File: config.mk
export PLATFORM = sky130hd
export DESIGN_NAME = min_select_pipe_flat
export DESIGN_NICKNAME = d
export VERILOG_FILES = /design/src/rtl/min_select_if.sv /design/src/rtl/min_select_pipe.sv /design/src/flat_wrapper.sv
export SDC_FILE = /design/constraint.sdc
export NUM_CORES = 1
export LEC_CHECK = 0
export BUFFER_PORTS_ARGS = -buffer_cell sky130_fd_sc_hd__buf_2
export CAP_MARGIN = 20
export CORE_MARGIN = 2
export CORE_UTILIZATION = 38
export DETAILED_ROUTE_END_ITERATION = 10
export SYNTH_ARGS = -nofsm -noshare
export SYNTH_HDL_FRONTEND = slang
export SYNTH_SLANG_ARGS = --single-unit
File: constraint.sdc
create_clock -name clk -period 2.56 [get_ports clk]
set_clock_uncertainty 0.2 [all_clocks]
set_input_delay 0.512 -clock clk [delete_from_list [all_inputs] [get_ports clk]]
set_output_delay 0.512 -clock clk [all_outputs]
set_load 0.01 [all_outputs]
File: src/rtl/min_select_if.sv
// Handshake bundle for min_select_pipe: packed N-channel sample stream in, selected extreme out.
interface min_select_if #(
   parameter int W = 13,
   parameter int N = 3
);
   logic [N*W-1:0] in_data;
   logic           in_mode;
   logic           in_valid;
   logic           in_ready;
   logic [W-1:0]   out_data;
   logic [2:0]     out_idx;
   logic           out_mode;
   logic           out_valid;
   logic           out_ready;

   modport master (
      output in_data, in_mode, in_valid, out_ready,
      input  in_ready, out_data, out_idx, out_mode, out_valid
   );

   modport slave (
      input  in_data, in_mode, in_valid, out_ready,
      output in_ready, out_data, out_idx, out_mode, out_valid
   );
endinterface

File: src/rtl/min_select_pipe.sv
// Pipelined min/max selector over N channels: balanced comparator tree, one register per level.
// Define MIN_SELECT_SIGNED_EN to compare samples as two's-complement instead of unsigned.
module min_select_pipe #(
   parameter int W = 13,
   parameter int N = 3
) (
   input  logic         clk,
   input  logic         rst_n,
   min_select_if.slave  s
);
   localparam int LAT = $clog2(N);

   logic stall;
   logic adv;

   // NOTE: in_ready is combinational from the output stage so an out_ready rise frees the pipe in the same cycle.
   assign stall      = s.out_valid & ~s.out_ready;
   assign adv        = ~stall;
   assign s.in_ready = adv;

   // True when candidate b must replace incumbent a; strict compare keeps the lower index on ties.
   function automatic logic take_b(input logic [W-1:0] a, input logic [W-1:0] b, input logic sel_max);
`ifdef MIN_SELECT_SIGNED_EN
      take_b = sel_max ? ($signed(b) > $signed(a)) : ($signed(b) < $signed(a));
`else
      take_b = sel_max ? (b > a) : (b < a);
`endif
   endfunction

   for (genvar l = 0; l <= LAT; l++) begin : lvl
      localparam int C = (N + (1 << l) - 1) >> l;

      logic [W-1:0] val [C];
      logic [2:0]   idx [C];
      logic         mode;
      logic         valid;

      if (l == 0) begin : g_src
         for (genvar e = 0; e < C; e++) begin : g_e
            assign val[e] = s.in_data[e*W +: W];
            assign idx[e] = 3'(e);
         end
         assign mode  = s.in_mode;
         assign valid = s.in_valid;
      end else begin : g_stage
         localparam int P = (N + (1 << (l - 1)) - 1) >> (l - 1);

         logic [W-1:0] nxt_val [C];
         logic [2:0]   nxt_idx [C];

         for (genvar e = 0; e < C; e++) begin : g_e
            if (2*e + 1 < P) begin : g_cmp
               logic pick;
               assign pick       = take_b(lvl[l-1].val[2*e], lvl[l-1].val[2*e+1], lvl[l-1].mode);
               assign nxt_val[e] = pick ? lvl[l-1].val[2*e+1] : lvl[l-1].val[2*e];
               assign nxt_idx[e] = pick ? lvl[l-1].idx[2*e+1] : lvl[l-1].idx[2*e];
            end else begin : g_pass
               assign nxt_val[e] = lvl[l-1].val[2*e];
               assign nxt_idx[e] = lvl[l-1].idx[2*e];
            end
         end

         // NOTE: data registers are reset along with the valids so outputs read 0 during and after reset.
         always_ff @(posedge clk or negedge rst_n) begin
            if (!rst_n) begin
               valid <= 1'b0;
               mode  <= 1'b0;
               for (int k = 0; k < C; k++) begin
                  val[k] <= '0;
                  idx[k] <= '0;
               end
            end else if (adv) begin
               valid <= lvl[l-1].valid;
               mode  <= lvl[l-1].mode;
               for (int k = 0; k < C; k++) begin
                  val[k] <= nxt_val[k];
                  idx[k] <= nxt_idx[k];
               end
            end
         end
      end
   end

   assign s.out_data  = lvl[LAT].val[0];
   assign s.out_idx   = lvl[LAT].idx[0];
   assign s.out_mode  = lvl[LAT].mode;
   assign s.out_valid = lvl[LAT].valid;
endmodule

File: src/flat_wrapper.sv
// flat-port wrapper written by rule: the top's interface ports become plain ports
module min_select_pipe_flat 
#(
   parameter int W = 13,
   parameter int N = 3
)
  (clk, rst_n, s_in_data, s_in_mode, s_in_valid, s_out_ready, s_in_ready, s_out_data, s_out_idx, s_out_mode, s_out_valid);
  min_select_if #(.W(W), .N(N)) s_i ();
  input  logic clk;
  input  logic rst_n;
  input wire logic [$bits(s_i.in_data)-1:0] s_in_data;
  input wire logic [$bits(s_i.in_mode)-1:0] s_in_mode;
  input wire logic [$bits(s_i.in_valid)-1:0] s_in_valid;
  input wire logic [$bits(s_i.out_ready)-1:0] s_out_ready;
  output wire logic [$bits(s_i.in_ready)-1:0] s_in_ready;
  output wire logic [$bits(s_i.out_data)-1:0] s_out_data;
  output wire logic [$bits(s_i.out_idx)-1:0] s_out_idx;
  output wire logic [$bits(s_i.out_mode)-1:0] s_out_mode;
  output wire logic [$bits(s_i.out_valid)-1:0] s_out_valid;
  assign s_i.in_data = s_in_data;
  assign s_i.in_mode = s_in_mode;
  assign s_i.in_valid = s_in_valid;
  assign s_i.out_ready = s_out_ready;
  assign s_in_ready = s_i.in_ready;
  assign s_out_data = s_i.out_data;
  assign s_out_idx = s_i.out_idx;
  assign s_out_mode = s_i.out_mode;
  assign s_out_valid = s_i.out_valid;
  min_select_pipe #(.W(W), .N(N)) u_core (.clk(clk), .rst_n(rst_n), .s(s_i));
endmodule
* Yosys cells after proc, flatten, opt, wreduce, memory -nomap -nowiden *
Index checks and enable logic that the tools add are counted.

operators by class
  $lt $le $gt $ge = 4
  bitwise logic cells = 3
  muxes and demuxes = 6

operators with widths
  cell                         number
  13-bit > comparator          2
  13-bit less-than comparator  2
  13-bit two-way mux           2
  1-bit two-way mux            3
  3-bit two-way mux            1
  1-bit NOT                    2
  1-bit bitwise AND            1

storage, ports and cells
  output and inout bits = 19
  bits in registers = 50

* Depth between registers and ports, before layout *
Gate-level depths: netlist (run 1).

  depth in word-level cells = 3
  depth in mapped cells = 10
  mapped depth without buffers = 8

* Worst setup path before layout (run 1) *
Ideal clock, no wire load.

  kind = input to register
  from = input port s_in_data[3]
  to = register u_core.lvl[1].val[16] in the netlist's numbering
  cell stages on the path = 9
  library setup time = 65 ps
  slack = 171 ps
  arrival time = 2124 ps
  data required time = 2295 ps
  path through = inv_1 > ha_1 > a21oi_1 > a21boi_0 > o31ai_1 > nand2_1 > mux2i_2 > buf_2 > o221a_2

between the ends
  cells in the longest elaborated chain, start to end = 3
  elaborated cells on any way between the ends = 4
  classes of those cells = 2 x order compare; 2 x mux

RTL lines
  what                                                                       line                   RTL
  start: declaration                                                         flat_wrapper.sv:11     input wire logic [$bits(s_i.in_data)-1:0] s_in_data;
  13-bit less-than comparator / 13-bit > comparator (equally long branches)  min_select_pipe.sv:26  take_b = sel_max ? (b > a) : (b < a);
  1-bit two-way mux                                                          min_select_pipe.sv:26
  13-bit two-way mux *                                                       min_select_pipe.sv:55  assign nxt_val[e] = pick ? lvl[l-1].val[2*e+1] : lvl[l-1].val[2*e];
  end signal: indexed assignment                                             min_select_pipe.sv:76  val[k] <= nxt_val[k];
  end: declaration                                                           min_select_pipe.sv:33  logic [W-1:0] val [C];

Every way passes the cells marked *; elsewhere a longest branch is shown, timed or not.
A chain may end at the register's enable or synchronous reset.

* Worst setup path in the final report (run 1) *
  from = register u_core.lvl[1].val[14] in the netlist's numbering
  to = register u_core.lvl[2].val, in the netlist u_core.s.out_data[8]

between the ends
  cells in the longest elaborated chain, start to end = 3
  elaborated cells on any way between the ends = 4
  classes of those cells = 2 x order compare; 2 x mux

RTL lines
  what                                                                       line
  13-bit less-than comparator / 13-bit > comparator (equally long branches)  min_select_pipe.sv:26
  1-bit two-way mux *                                                        min_select_pipe.sv:26
  13-bit two-way mux *                                                       min_select_pipe.sv:55
  end signal: indexed assignment                                             min_select_pipe.sv:76
  end: declaration                                                           min_select_pipe.sv:33

Marked as above.

==> results of run 1 <==
==> registers in the layout (all words and copies together), names as in the netlist <==
signal and cells:
u_core.lvl.valid 1, u_core.s.out_mode 1, u_core.s.out_data 13, u_core.lvl.idx 2, u_core.s.out_valid 1, u_core.lvl.mode 1, u_core.s.out_idx 2, u_core.lvl.val 26
==> placed cells by master (no fill, tap or decap), drive strengths merged, types with 2 or more instances in the layout <==
cell type  instances
a21o               2
nand3              3
o21ai             19
o221a             14
mux2i              2
buf              110
nor2              17
inv               28
nor2b              2
ha                26
a31oi             14
clkbuf             5
nand2             65
nand4              5
nand2b             4
dfrtp             47
bufinv             2
a21oi             24
==> cell type report <==
type | instances | area [um^2] | share of cell area
clock buffers | 5 | 68.8 | 0.0185
clock inverters | 3 | 67.6 | 0.0182
inverters | 28 | 105 | 0.0283
multi-input cells | 213 | 1480 | 0.399
flip-flops and latches | 47 | 1180 | 0.316
well taps | 96 | 120 | 0.0323
repair buffers | 111 | 694 | 0.187
==> power by group through the flow <==
stage | Clock (mW) | Combinational [mW] | Sequential, mW
4_1_cts | 0.654 | 0.896 | 1.03
3_3_place_gp | 0 | 0.847 | 1.04
6_report | 0.644 | 1.01 | 1.03
5_1_grt | 0.685 | 1.13 | 1.05
2_1_floorplan | 0 | 0.512 | 1.06
3_5_place_dp | 0 | 0.870 | 1.04
==> logic make-up after synthesis <==
| kind of cell | Yosys count | share of synthesized area |
|---|---|---|
| simple gates | 102 | 0.161 |
| compound gates | 81 | 0.205 |
| flops | 47 | 0.431 |
| buf+inv | 44 | 0.0693 |
| fa+ha+maj | 26 | 0.119 |
| mux | 3 | 0.0128 |
| other cells | 1 | 0.00138 |
==> cells in the mapped netlist (5+ instances only) <==
cell / count
a21oi_1: 23
a31oi_1: 14
clkbuf_1: 7
dfrtp_1: 47
ha_1: 26
inv_1: 28
nand2_1: 65
nand4_1: 5
nor2_1: 17
o21ai_0: 15
o221a_2: 12
==> tightest hold or removal path, cell delays in order <==
cell and delay, ns:
buf_2 0.07, nand2_1 0.04, nand2_1 0.05
==> metrics by stage <==
| step | cell area (um^2) | setup WS (ns) |
|---|---|---|
| 2_1_floorplan | 2730 | 0.171 |
| 3_3_place_gp | 3360 | -0.378 |
| 3_5_place_dp | 3360 | -0.454 |
| 4_1_cts | 3540 | 0.0886 |
| 5_1_grt | 3720 | -0.102 |
| 6_report | 3720 | 0.00834 |
==> per-layer routing <==
metal,GRT usage,routed length (um),vias to the layer above
met2,0.290,3290,54
li1,-,-,1268
met5,0,0,-
met4,0.0537,107,0
met1,0.250,3280,1166
met3,0.0261,295,7
==> worst paths after layout <==
kind,from,depth (start not counted),slack (ns),endpoint
setup / recovery,u_core.lvl[1].val[14],9,0.008,u_core.s.out_data[8]
hold / removal,s_in_data[35],3,0.19,u_core.lvl[1].val[9]
setup reg to reg,u_core.lvl[1].val[14],9,0.008,u_core.s.out_data[8]
hold reg to reg,u_core.s.out_mode,2,0.27,u_core.s.out_mode
max in group asynchronous,rst_n,3,1.20,u_core.lvl[1].idx[3]
min in group asynchronous,rst_n,2,0.42,u_core.lvl[1].val[2]
==> repair_timing <==
action	4_1_cts	5_1_grt
setup endpoints to repair	27	28
gates resized for setup	5	21
gates cloned	0	1
hold buffers	1	0
hold endpoints to repair	12	0
setup buffers	0	9
pin swaps	0	11
==> run_results.csv, run 1 <==
group,metric,value,unit
cts,htree_num_levels,2,
sta,fin_setup_tns,0,ns
setup_path,start_kind,"flip-flop",
detailed_routing,routed-via-count,2495,
setup_path,slowest_stage,"or4_4",
detailed_routing,first_iter_violations,103,
placement,gp_congestion,0.803,
grt,grt_usage,0.179,
yosys,syn_avg_cell_area,8.97,um^2
setup_path,crit_buf_inv,2,
die,placementRows,30,
power,p_comb_frac,0.377,
yosys,synth_warnings,0,
detailed_routing,detail_route.wl_per_cell,13.9,um
finish,fin_nets,476,
yosys,yosysTopAreaCellShare,0.431,
finish,fill_cells,622,
setup_path,worstPathMaxFanout,7,
setup_path,critPathMaxStageDelay,0.52,ns
sta,post-route-period-util,0.997,
finish,antennaDiodeCount,0,
setup_path,cp.arrival,2.55,ns
yosys,seq_area_frac_synth,0.431,
power,p_leak,1.88,nW
yosys,synthTopCellsByArea,"dfrtp_1 43%, ha_1 12%, nand2_1 8.9%",
cts,clkTransAtPathRegs,0.09,ns
die,die_h,88.7,um
grt,grt_pass1_vias,2333,
setup_path,path_delay_family,"compound AO/OA/AOI/OAI gates",
power,power.switching,912,uW
power,p_int,1.78,mW
cts,clock_sinks,47,
setup_path,crit_chain,"inv_2 -> ha_4 -> nor2b_1 -> o21bai_1 -> a211oi_2 -> or4_4 -> buf_4 -> a31oi_2 -> a21oi_1",
cts,clock_latency,0.31,ns
grt,grt_pass1_wl,11000,um
yosys,ys_types,40,
yosys,synth_flop_cell,"dfrtp_1",
power,power_density,723,nW/um^2
hold_path,hold_class,"input port to flip-flop",
finish,drive_gt1_frac,0.366,
yosys,syn-num-nets,374,
grt,grt.overflow.total,0,
placement,dp_hpwl,5050,um
sta,worstMarginPinSlew,0.546,ns
die,core_region_area,6870,um^2
placement,dp_cells,484,
setup_path,end_kind,"flip-flop",
power,pwr-share-clk,0.240,
cts,cts_root_buf,"clkbuf_8",
cts,numCtsBuffers,5,
yosys,synthArstFlopShare,1.00,
yosys,synth_top_cell_by_area,"dfrtp_1",
sta,relSlewSlack,0.636,
placement,port_buffers,61,
finish,layout.cells.non_filler,503,
setup_path,path_class,"flip-flop to flip-flop",
detailed_routing,drtAntennaViolNets,0,
die,pin_count,63,
power,switching_share,0.339,
job,drv_cap,0,
yosys,synth_cells,304,
yosys,synth_edf_count,0,
finish,flow.area_growth_from_synthesis,36.3,%
detailed_routing,firstDrtPassIters,4,
sta,holdWs,0.191,ns
sta,min_period,2.55,ns
detailed_routing,wirelength,6980,um
power,power,2.69,mW
sta,slew_violations,0,
die,fp.dieArea,7870,um^2
run_status,status,"completed",
power,ir_drop,0.258,mV
cts,clockBufferDepth,2,
detailed_routing,vias_per_cell,4.96,
detailed_routing,drc_errors,0,
sta,setup_viol,0,
cts,cts_tree,"done",
yosys,synth_area,2730,um^2
die,die_x,88.7,um
finish,postLayoutCoreUtil,0.541,
die,start_util,0.397,
sta,hold_viol,0,
setup_path,required,2.56,ns
grt,grt_start_max_net_pins,50,
yosys,synth-seq-cells,47,
power,seq_power_share,0.384,
sta,fmax,392,MHz
grt,antenna_found_initial,0,
(Power assumes the default switching activity.)
==> run 2, diff against run 1 <==
--- a/config.mk
+++ b/config.mk
@@ -5,11 +5,13 @@
 export SDC_FILE = /design/constraint.sdc
 export NUM_CORES = 1
 export LEC_CHECK = 0
+export ABC_AREA = 1
 export BUFFER_PORTS_ARGS = -buffer_cell sky130_fd_sc_hd__buf_2
 export CAP_MARGIN = 20
 export CORE_MARGIN = 2
 export CORE_UTILIZATION = 38
 export DETAILED_ROUTE_END_ITERATION = 10
+export SLEW_MARGIN = 40
 export SYNTH_ARGS = -nofsm -noshare
 export SYNTH_HDL_FRONTEND = slang
 export SYNTH_SLANG_ARGS = --single-unit
==> run_results.csv, run 2 <==
group,metric,value,unit
detailed_routing,first_iter_violations,56,
setup_path,regToRegStartpoint,"u_core.lvl[1].val[25]",
finish,fin_nets,533,
yosys,synthTopCellsByArea,"dfrtp_1 39%, nand2_1 16%, ha_1 11%",
sta,fmax,447,MHz
grt,grt_pass1_wl,11300,um
finish,multi_input_area,1510,um^2
setup_path,regToRegSetupSlack,0.32,ns
yosys,synth_area,3050,um^2
setup_path,slowest_stage,"dfrtp_1",
placement,place_ws,0.233,ns
yosys,yosys-top-cells-count,"130 x nand2_1, 68 x inv_1, 48 x nand3_1",
setup_path,crit_chain,"inv_1 -> ha_1 -> nand2_2 -> nor2_4 -> inv_2 -> nor2_4 -> nand2_2 -> nand2_2 -> nand2_4 -> nand2_4 -> nand2_1 -> nand3_1 -> nand2_1",
setup_path,path_class,"flip-flop to flip-flop",
sta,fin_setup_tns,0,ns
yosys,synth_top_cell_by_area,"dfrtp_1",
detailed_routing,firstDrtPassIters,5,
cts,numCtsBuffers,5,
sta,hold_viol,0,
grt,antenna_found_initial,0,
placement,placement.cell_area,3450,um^2
die,placementRows,32,
sta,rsz0062_at_grt,"no",
setup_path,reg2reg_to,"u_core.s.out_data[1]",
detailed_routing,drtAntennaViolNets,0,
setup_path,required,2.56,ns
cts,cts_tree,"done",
detailed_routing,drc_errors,0,
setup_path,path_delay_family,"simple AND/OR/NAND/NOR gates",
placement,dp_cells,557,
setup_path,cp.depth,13,
setup_path,reg2reg_depth,13,
cts,clock_sinks,47,
job,drv_cap,0,
finish,flow.area_growth_from_synthesis,16.8,%
sta,worst_slack,0.323,ns
cts,clockBufferDepth,2,
yosys,syn_avg_cell_area,7.59,um^2
die,fp.dieArea,8760,um^2
placement,dp_hpwl,4970,um
setup_path,path_common_cell,"nand2_2",
sta,setup_viol,0,
placement,gp_congestion,0.858,
grt,grt.overflow.total,0,
cts,clock_latency,0.30,ns
die,die_x,93.6,um
sta,post-route-period-util,0.874,
yosys,seq_area_frac_synth,0.385,
finish,register_area,1180,um^2
setup_path,critPathMaxStageDelay,0.35,ns
setup_path,cp.arrival,2.23,ns
power,power,2.48,mW
setup_path,crit_buf_inv,2,
power,p_leak,2.10,nW
finish,drive_gt1_frac,0.239,
finish,antennaDiodeCount,0,
power,ir_drop,0.250,mV
detailed_routing,routed-via-count,2567,
setup_path,end_kind,"flip-flop",
grt,grt_usage,0.159,
cts,htree_num_levels,2,
finish,regMostFlops,"u_core.lvl.val",
cts,cts_root_buf,"clkbuf_8",
cts,post-cts-setup-buffers,0,
finish,final_common_cell,"nand2_1",
yosys,synth_warnings,0,
finish,largest_register_ffs,26,
sta,min_period,2.24,ns
finish,fill_cells,803,
run_status,status,"completed",
yosys,yosysTopAreaCellShare,0.385,
hold_path,hold_class,"input port to flip-flop",
grt,grt_pass1_vias,2473,
detailed_routing,vias_per_cell,4.54,
die,start_util,0.393,
grt,grt_start_max_net_pins,33,
setup_path,crit_end,"u_core.s.out_data[1]",
yosys,synth-seq-cells,47,
die,core_region_area,7770,um^2
detailed_routing,detail_route.wl_per_cell,11.3,um
setup_path,worstPathMaxFanout,15,
yosys,synthArstFlopShare,1.00,
finish,final_cell_mix,"130 x nand2_1, 68 x inv_1, 61 x buf_2",
die,pin_count,63,
finish,finalInstanceArea,3560,um^2
yosys,synth_edf_count,0,
cts,clkTransAtPathRegs,0.09,ns
setup_path,start_kind,"flip-flop",
detailed_routing,wirelength,6400,um
yosys,syn-num-nets,472,
yosys,synth_cells,402,
yosys,synth_flop_cell,"dfrtp_1",
yosys,ys_types,23,
die,die_h,93.6,um
placement,port_buffers,61,
sta,slew_violations,0,
yosys,synth_most_common_cell,"nand2_1",
power,power_density,696,nW/um^2
sta,holdWs,0.214,ns
setup_path,crit_path_start,"u_core.lvl[1].val[25]",
finish,postLayoutCoreUtil,0.459,
finish,layout.cells.non_filler,566,
## run 2: metal layers
layer  vias up  part of all wire  track usage
met5         -                 0            0
met4         0            0.0092       0.0326
met3         6             0.044       0.0258
met2        61              0.46        0.264
met1      1133              0.49        0.219
li1       1367                 -            -
## run 2: worst min-delay path by stage
stage                                 endpoint  cells past startpoint           startpoint  slack (ns)
after floorplan           u_core.lvl[1].idx[1]                      0                rst_n        0.02
after detailed placement    u_core.s.out_valid                      2  u_core.lvl[1].valid        0.24
after global placement      u_core.s.out_valid                      2  u_core.lvl[1].valid        0.23
after global routing      u_core.lvl[1].val[8]                      3        s_in_data[34]        0.22
final                     u_core.lvl[1].val[0]                      3        s_in_data[26]        0.21
after CTS                 u_core.lvl[1].val[3]                      3        s_in_data[29]        0.21
## run 2: cell families (layout without fill, tap and decap cells)
kind of cell	Yosys count	after routing	synth area share
flip-flops	47	47	0.385
adder cells (fa/ha/maj)	26	26	0.107
buffers and inverters	87	149	0.119
AND/OR/NAND/NOR	214	214	0.341
other	1	1	0.00123
AO/OA/AOI/OAI	27	27	0.0467
## run 2: final cells by class
| class | count | area share |
|---|---|---|
| sequential | 47 | 0.330 |
| clock inverter | 1 | 0.00211 |
| timing repair buffer | 70 | 0.105 |
| tap | 102 | 0.0358 |
| multi-input combinational | 268 | 0.425 |
| inverter | 71 | 0.0748 |
| clock buffer | 7 | 0.0270 |
## run 2: timing repair
item	4_1_cts	5_1_grt
resized for setup	0	0
endpoints found under the setup margin	0	0
hold endpoints to repair	20	0
hold buffers	1	0
## run 2: worst register-to-register path, delay by kind of cell, from the launching register on
kind	cells	cell delay (ns)
and+or+nand+nor	10	1.16
DFF	1	0.35
adders and majority gates	1	0.31
buffers and inverters	2	0.13
## run 2: power by group
| group | switching [mW] | internal, mW |
|---|---|---|
| clock network | 0.249 | 0.246 |
| logic | 0.610 | 0.371 |
| registers | 0.0879 | 0.916 |
